--- src/rtl/regfile_wb_arbiter.sv ---
// Write-back arbiter: grants up to three of four producers per cycle onto the register-file write ports.
// Optional carry-bit arbitration is enabled by defining WB_CARRY_EN.
module regfile_wb_arbiter #(
    parameter int AW = 6,
    parameter int DW = 16
) (
    input  logic              clock,
    input  logic              reset,
    input  logic [3:0]        req_valid,
    output logic [3:0]        req_ready,
    input  logic [4*AW-1:0]   req_reg,
    input  logic [4*DW-1:0]   req_data,
    input  logic [3:0]        req_carry_en,
    input  logic [3:0]        req_carry,
    output logic [AW-1:0]     reg_wr1,
    output logic [DW-1:0]     reg_wr1_data,
    output logic              reg_wr1_enable,
    output logic [AW-1:0]     reg_wr2,
    output logic [DW-1:0]     reg_wr2_data,
    output logic              reg_wr2_enable,
    output logic [AW-1:0]     reg_wr3,
    output logic [DW-1:0]     reg_wr3_data,
    output logic              reg_wr3_enable,
    output logic              carrybit_wr,
    output logic              carrybit_wr_enable
);
    localparam int NREQ  = 4;
    localparam int NPORT = 3;

    logic [AW-1:0] reg_a  [NREQ];
    logic [DW-1:0] data_a [NREQ];
    logic [1:0]    rr;
    logic [3:0]    grant;
    logic [1:0]    sel    [NPORT];
    logic [NPORT-1:0] sel_en;
    logic [AW-1:0] g_reg  [NPORT];
    logic [1:0]    n_grant;
    logic [1:0]    idx;
    logic          conflict;
    logic          denied_found;
    logic [1:0]    first_denied;

    logic [AW-1:0] wr_addr_q [NPORT];
    logic [DW-1:0] wr_data_q [NPORT];
    logic [NPORT-1:0] wr_en_q;

`ifdef WB_CARRY_EN
    logic carry_taken;
    logic carry_val;
    logic carry_q;
    logic carry_we_q;
`else
    logic unused_carry;
    assign unused_carry = ^{req_carry_en, req_carry};
`endif

    always_comb begin
        for (int unsigned j = 0; j < NREQ; j++) begin
            reg_a[j]  = req_reg[j*AW +: AW];
            data_a[j] = req_data[j*DW +: DW];
        end
    end

    // Scan from rr; the k-th grant lands on write port k, the first denial seeds next rr.
    always_comb begin
        grant        = '0;
        sel_en       = '0;
        sel          = '{default: '0};
        g_reg        = '{default: '0};
        n_grant      = '0;
        idx          = '0;
        conflict     = 1'b0;
        denied_found = 1'b0;
        first_denied = rr;
`ifdef WB_CARRY_EN
        carry_taken  = 1'b0;
        carry_val    = 1'b0;
`endif
        for (int unsigned i = 0; i < NREQ; i++) begin
            idx = rr + 2'(i);
            if (req_valid[idx]) begin
                conflict = 1'b0;
                for (int unsigned k = 0; k < NPORT; k++) begin
                    if ((2'(k) < n_grant) && (g_reg[k] == reg_a[idx]))
                        conflict = 1'b1;
                end
`ifdef WB_CARRY_EN
                if (req_carry_en[idx] && carry_taken)
                    conflict = 1'b1;
`endif
                if ((n_grant < 2'd3) && !conflict) begin
                    grant[idx]      = 1'b1;
                    sel_en[n_grant] = 1'b1;
                    sel[n_grant]    = idx;
                    g_reg[n_grant]  = reg_a[idx];
                    n_grant         = n_grant + 2'd1;
`ifdef WB_CARRY_EN
                    if (req_carry_en[idx]) begin
                        carry_taken = 1'b1;
                        carry_val   = req_carry[idx];
                    end
`endif
                end else if (!denied_found) begin
                    denied_found = 1'b1;
                    first_denied = idx;
                end
            end
        end
    end

    assign req_ready = reset ? '0 : grant;

    always_ff @(posedge clock or posedge reset) begin
        if (reset) begin
            rr        <= '0;
            wr_en_q   <= '0;
            wr_addr_q <= '{default: '0};
            wr_data_q <= '{default: '0};
`ifdef WB_CARRY_EN
            carry_q    <= 1'b0;
            carry_we_q <= 1'b0;
`endif
        end else begin
            rr <= denied_found ? first_denied : rr + 2'd1;
            for (int unsigned k = 0; k < NPORT; k++) begin
                wr_en_q[k] <= sel_en[k];
                if (sel_en[k]) begin
                    wr_addr_q[k] <= reg_a[sel[k]];
                    wr_data_q[k] <= data_a[sel[k]];
                end
            end
`ifdef WB_CARRY_EN
            carry_we_q <= carry_taken;
            if (carry_taken)
                carry_q <= carry_val;
`endif
        end
    end

    assign reg_wr1        = wr_addr_q[0];
    assign reg_wr1_data   = wr_data_q[0];
    assign reg_wr1_enable = wr_en_q[0];
    assign reg_wr2        = wr_addr_q[1];
    assign reg_wr2_data   = wr_data_q[1];
    assign reg_wr2_enable = wr_en_q[1];
    assign reg_wr3        = wr_addr_q[2];
    assign reg_wr3_data   = wr_data_q[2];
    assign reg_wr3_enable = wr_en_q[2];
`ifdef WB_CARRY_EN
    assign carrybit_wr        = carry_q;
    assign carrybit_wr_enable = carry_we_q;
`else
    assign carrybit_wr        = 1'b0;
    assign carrybit_wr_enable = 1'b0;
`endif

endmodule
--- config.mk ---
export PLATFORM = sky130hd
export DESIGN_NAME = regfile_wb_arbiter
export DESIGN_NICKNAME = d
export VERILOG_FILES = /design/src/rtl/regfile_wb_arbiter.sv
export SDC_FILE = /design/constraint.sdc
export NUM_CORES = 1
export LEC_CHECK = 0
export ABC_AREA = 1
export BUFFER_PORTS_ARGS = -buffer_cell sky130_fd_sc_hd__buf_4
export CAP_MARGIN = 0
export CORE_MARGIN = 2
export CORE_UTILIZATION = 50
export CTS_CLUSTER_DIAMETER = 200
export CTS_CLUSTER_SIZE = 25
export DETAILED_ROUTE_END_ITERATION = 8
export PLACE_DENSITY_LB_ADDON = 0.12
export SYNTH_ARGS = -nofsm -noshare
export SYNTH_HDL_FRONTEND = slang
export SYNTH_SLANG_ARGS = --single-unit
--- constraint.sdc ---
create_clock -name clock -period 3.95 [get_ports clock]
set_input_delay 0.395 -clock clock [delete_from_list [all_inputs] [get_ports clock]]
set_output_delay 0.395 -clock clock [all_outputs]
set_load 0.02 [all_outputs]
# Word-level counts from Yosys, hierarchy flattened
# Index checks and enable logic that the tools add are counted.
# W data, S select, Z words.
word_totals:
  reg_bits: 71
  output_inout_bits: 75
  elab_cells: 227
op_classes:
  mux: 126
  n_reduce_logical: 26
  n_addsub: 5
  bitwise_logic: 16
  n_eq_ne: 7
  order_cmp: 39
op_table:
  columns: ["op", "count"]
  rows:
  - ["$mux W6", 23]
  - ["$bmux W16 S2", 3]
  - ["$mux W16", 6]
  - ["$bmux W6 S2", 7]
  - ["$mux W18", 4]
  - ["$eq A6 B6 Y1", 7]
  - ["$bwmux W18", 2]
  - ["$mux W2", 17]
  - ["$mux W4", 8]
  - ["$mux W1", 31]
  - ["$ge A3 B3 Y1 const B", 10]
  - ["$not A2 Y3", 10]
  - ["$demux W6 S2", 2]
  - ["$logic_and A1 B1 Y1", 22]
  - ["$lt A2 B3 Y1 const B", 7]
  - ["$bwmux W6", 3]
  - ["$mux W3", 6]
  - ["$demux W1 S2", 7]
  - ["$ge A2 B1 Y1 const B", 7]
  - ["$demux W2 S2", 3]
  - ["$lt A1 B2 Y1 const A", 6]
  - ["$or A4 B4 Y4", 3]
  - ["$lt A3 B1 Y1 const B", 3]
  - ["$bmux W1 S2", 4]
  - ["other kinds (8)", 18]

# Longest topological paths before layout
logic_depth:
  ltp_word: 39
  mapped_depth: 38

# Worst setup path after synthesis
# OpenSTA, ideal clock, no wires.
synth_timing:
  kind: "flip-flop to flip-flop"
  startpoint: "reg rr[1]"
  endpoint: "reg wr_data_q (netlist bit reg_wr2_data[12])"
  t_arrival_ps: 4012
  synth_period_minus_slack_ps: 4129
  setup_time_ps: 117
  stages_incl_launch_ff: 36
  n_path_buf: 5
  slack_ps: -179
  cell_sequence: "dfrtp_1 -> inv_1 -> buf_2 -> buf_1 -> ha_1 -> clkbuf_1 -> inv_2 -> nand3_1 -> nand2_1 -> inv_1 -> nand2_1 -> nand2_1 -> nand2_1 -> inv_1 -> nand3_2 -> buf_6 -> nand3_2 -> nand2_1 -> nand2_2 -> nor2_2 -> nand3_4 -> nand2_4 -> nor2_8 -> nand2_2 -> nand2_2 -> nor2_1 -> nor2_2 -> inv_2 -> nand4_4 -> o22ai_2 -> inv_2 -> clkbuf_1 -> o211ai_1 -> nand2_1 -> nand2_1 -> nand2_1"
synth_between:
  elab_chain_cells: 39
  word_cells_on_any_way: 147
  cone_classes: "add/sub (5); order compare (24); eq/ne (7); mux (78); bitwise (11); reduce/logical (22)"
synth_rtl:
  columns: ["item", "line_no", "rtl"]
  rows:
  - ["start: declaration", "32", "logic [1:0] rr;"]
  - ["start signal: assignment", "124", "rr <= denied_found ? first_denied : rr + 2'd1;"]
  - ["$add A2 B1 Y2 / $not A2 Y3 (equally long branches)", "80, 95", null]
  - ["$not A2 Y3 (implied by the code) / $bmux W6 S2 (equally long branches)", "84, 95", null]
  - ["$bmux W6 S2 / $mux W6 (equally long branches)", "84, 95", null]
  - ["$mux W6, on equally long branches", "84, 95", null]
  - ["$mux W6, on equally long branches", "84, 95, 81", null]
  - ["$eq A6 B6 Y1", "84", "if ((2'(k) < n_grant) && (g_reg[k] == reg_a[idx]))"]
  - ["$logic_and A1 B1 Y1", "84", null]
  - ["$mux W1 (3 in a row)", "84", null]
  - ["(+20 left out)", null, null]
  - ["$mux W1", "81", "if (req_valid[idx]) begin"]
  - ["$logic_not A1 Y1", "91", "if ((n_grant < 2'd3) && !conflict) begin"]
  - ["$logic_and A1 B1 Y1", "91", null]
  - ["$mux W6", "91", null]
  - ["$mux W6", "81", null]
  - ["$not A2 Y3 (implied by the code)", "129", "wr_data_q[k] <= data_a[sel[k]];"]
  - ["$bmux W16 S2", "129", null]
  - ["$mux W16 (implied by the code) (2 in a row)", "129", null]
  - ["end signal: indexed assignment", "129", null]
  - ["end: declaration", "44", "logic [DW-1:0] wr_data_q [NPORT];"]
# Several ways; a longest one is shown, not always the timed one. The select of a mux whose other input is x is not followed.
# A chain may end at the register's enable or synchronous reset.

# Final worst setup path
layout_timing:
  startpoint: "reg rr[0]"
  endpoint: "reg wr_data_q (netlist bit reg_wr3_data[12])"
# The elaborated chain is that of the path after synthesis.

==> run metrics <==
Root Buffer clkbuf_16; #FFs+latches synth roughly 70; asr flop ratio synth 100%; final hold violations 0; Slowest cell on crit path dfrtp_1; crit-path max FO 8; initial antenna violation count 0; startpoint types flop; crit path capture type flop; Area Overhead vs Synth 48.3%; WL final 29900 µm; TritonCTS clock tree done; largest net degree at the start of global routing 72; final setup vio count between 40 and 50; Worst Tran Pin Value about 0.96 ns; number of synthesized flops with an enable pin 0; core box area between 0.01 and 0.015 mm²; Yosys Warn Count 0; final net count 1596; post-route clock period utilization 108%; via count between 9k and 10k; share of layout cells above drive strength 1 around a third; Hold Slack 0.390 ns; clk_skew around 0.015 ns; number of buffer and inverter stages on the critical path 9; Starting Density about half; CTS Buffer Depth 2; CTS Hold Bufs 0; # DRC 0; first-pass GRT wire length approximately 44000 µm; CP Class reg -> reg; clk_lat worst skew ~0.35 ns; Hold Crit Class in -> reg; worst endpoint data arrival time ~4.5 ns; Via density 5.84; height of the die about 130 µm; drt wl/cell approximately 18 µm; post-synthesis cell count 1225; Final WS setup -0.306 ns; # rows between 40 and 50; Max-cap violations 0; iteration-0 DRC count of the detailed router about 1.2k; vias in the first global route ~8.5k; CTS Sinks just over 70; post-synthesis cell type count just under 50; Post-synth top flop dfrtp_1; fin crit period between 4 and 5 ns; Tot GR Track Use 34.0%; routability cong. 0.921; total CTS buffers 9; Worst slew margin a little over a third; I/O pin total 177; First-pass DRT Iterations 5; most used cell, CP nand2_1; failing checks setup timing; crit-path max cell delay a little over 0.4 ns; n_diodes 0; Clock transition at path regs around 0.070 ns; die area approximately 0.016 mm²; IO Port Bufs roughly 170; Seq/Total Area, Yosys approximately a quarter; CP Data Required Time ~4.2 ns; delay-heaviest family, CP simple AND/OR/NAND/NOR gates; Slew Viols, Final 0; GRT overflow 0; commonest cells after routing, fill and taps aside nand2_1, buf_4, nand3_1, inv_1, dfrtp_1; post-synthesis cell area 0.00738 mm²; Die Width 125 µm; H-tree depth 3; status finished with violations; Avg Cell Area, Syn ~6 µm²; RSZ-0062 raised after global routing yes; Fmax roughly 230 MHz; commonest non-fill, non-tap cell in the layout nand2_1; Final ANT Viol Nets 0; Post-DP HPWL 19100 µm
[per-layer routing]
| metal | vias to the layer above | track usage [%] | part of all wire [%] |
|---|---|---|---|
| li1 | 4533 | - | - |
| met1 | 4554 | 44.0 | 40 |
| met2 | 626 | 57.2 | 47 |
| met3 | 87 | 5.18 | 9.8 |
| met4 | 0 | 13.3 | 3.7 |
| met5 | - | 0 | 0 |
[worst reg2reg max path, delay by kind of cell, from the launching register on]
family | cells | cell delay [ns]
compound gates | 1 | 0.26
simple gates | 20 | 2.02
fa+ha+maj | 1 | 0.36
flops | 1 | 0.41
buf+inv | 9 | 1.19
[path summary, 6_finish.rpt]
| check | from | to | slack, ns | cells after the start |
|---|---|---|---|---|
| min in group asynchronous | reset | reg_wr2_data[9] | 0.42 | 3 |
| max reg2reg | rr[0] | reg_wr3_data[12] | -0.31 | 31 |
| max in group asynchronous | reset | reg_wr1[3] | 2.89 | 3 |
| min reg2reg | reg_wr3_data[10] | reg_wr3_data[10] | 0.48 | 2 |
| min | req_data[56] | reg_wr1_data[8] | 0.39 | 3 |
| max | rr[0] | reg_wr3_data[12] | -0.31 | 31 |
[cell families after synthesis]
kind of cell	after synthesis	synth area share, %
buffers and inverters	225	13.3
muxes	1	0.136
other	1	0.0508
adders and majority gates	6	1.02
AOI/OAI and AO/OA	199	18.6
DFF	71	24.1
and+or+nand+nor	717	42.2
xor gates and xnor gates	5	0.594
[sequential cells by signal, indices dropped and copies added (netlist names)]
name          cells
reg_wr2           6
reg_wr3_data     16
reg_wr1_data     16
reg_wr3           6
reg_wr2_data     16
reg_wr1           6
wr_en_q           3
rr                2
[cell type report]
type	count	area (µm²)
Clock inverter	7	71.3
Timing Repair Buffer	324	2990
Inverter	150	589
Timing Repair inverter	1	7.51
Clock buffer	9	225
Sequential cell	71	1780
Multi-Input combinational cell	931	5050
Tap cell	184	230
Fill cell	1166	3540
[cell usage after synthesis, types with 2 or more instances]
cell type / instances / area share (%)
nand2_1: 464 / 24
nand3_1: 149 / 10
inv_1: 136 / 6.9
dfrtp_1: 71 / 24
o211ai_1: 47 / 4.8
nor2_1: 46 / 2.3
o21ai_0: 45 / 3.1
buf_2: 29 / 2.0
a21oi_1: 26 / 1.8
clkbuf_1: 24 / 1.2
a31oi_1: 22 / 1.9
o211ai_2: 20 / 3.4
o21ai_1: 16 / 1.1
buf_4: 14 / 1.4
inv_2: 12 / 0.61
nand4_1: 12 / 1.0
nand2_2: 10 / 0.85
and2_1: 6 / 0.51
buf_6: 6 / 0.92
ha_1: 6 / 1.0
nor2_2: 6 / 0.51
nand3_2: 5 / 0.68
o21a_1: 5 / 0.51
o221ai_1: 5 / 0.59
xor2_1: 5 / 0.59
a21o_1: 4 / 0.41
nand2_4: 3 / 0.46
nor4_1: 3 / 0.25
or2_2: 3 / 0.25
buf_1: 2 / 0.10
nor2_4: 2 / 0.31
nor3_1: 2 / 0.14
o2111ai_1: 2 / 0.24
o22ai_1: 2 / 0.17
[through the flow]
| step | utilization (%) | area [µm²] | TNS, ns | worst slack [ns] | cells |
|---|---|---|---|---|---|
| after floorplan | - | 7400 | 0 | 0.000743 | 1226 |
| after global placement | 65.2 | 9440 | -1.69 | -0.108 | 1607 |
| after detailed placement | 65.2 | 9440 | -4.01 | -0.159 | 1607 |
| after CTS | 70.7 | 10200 | -0.0559 | -0.0227 | 1649 |
| after global routing | 75.5 | 10900 | -15.69 | -0.467 | 1677 |
| final | 75.5 | 10900 | -7.44 | -0.306 | 1677 |
[repair_timing]
action / in CTS / in global routing
pin swaps: 28 / 41
gates resized for setup: 72 / 83
setup buffers: 22 / 15
gates cloned: 4 / 13
endpoints found under the setup margin: 54 / 71
Power is not shown: default switching activity piles up to over one toggle a cycle in this logic, so the estimate is an artifact.
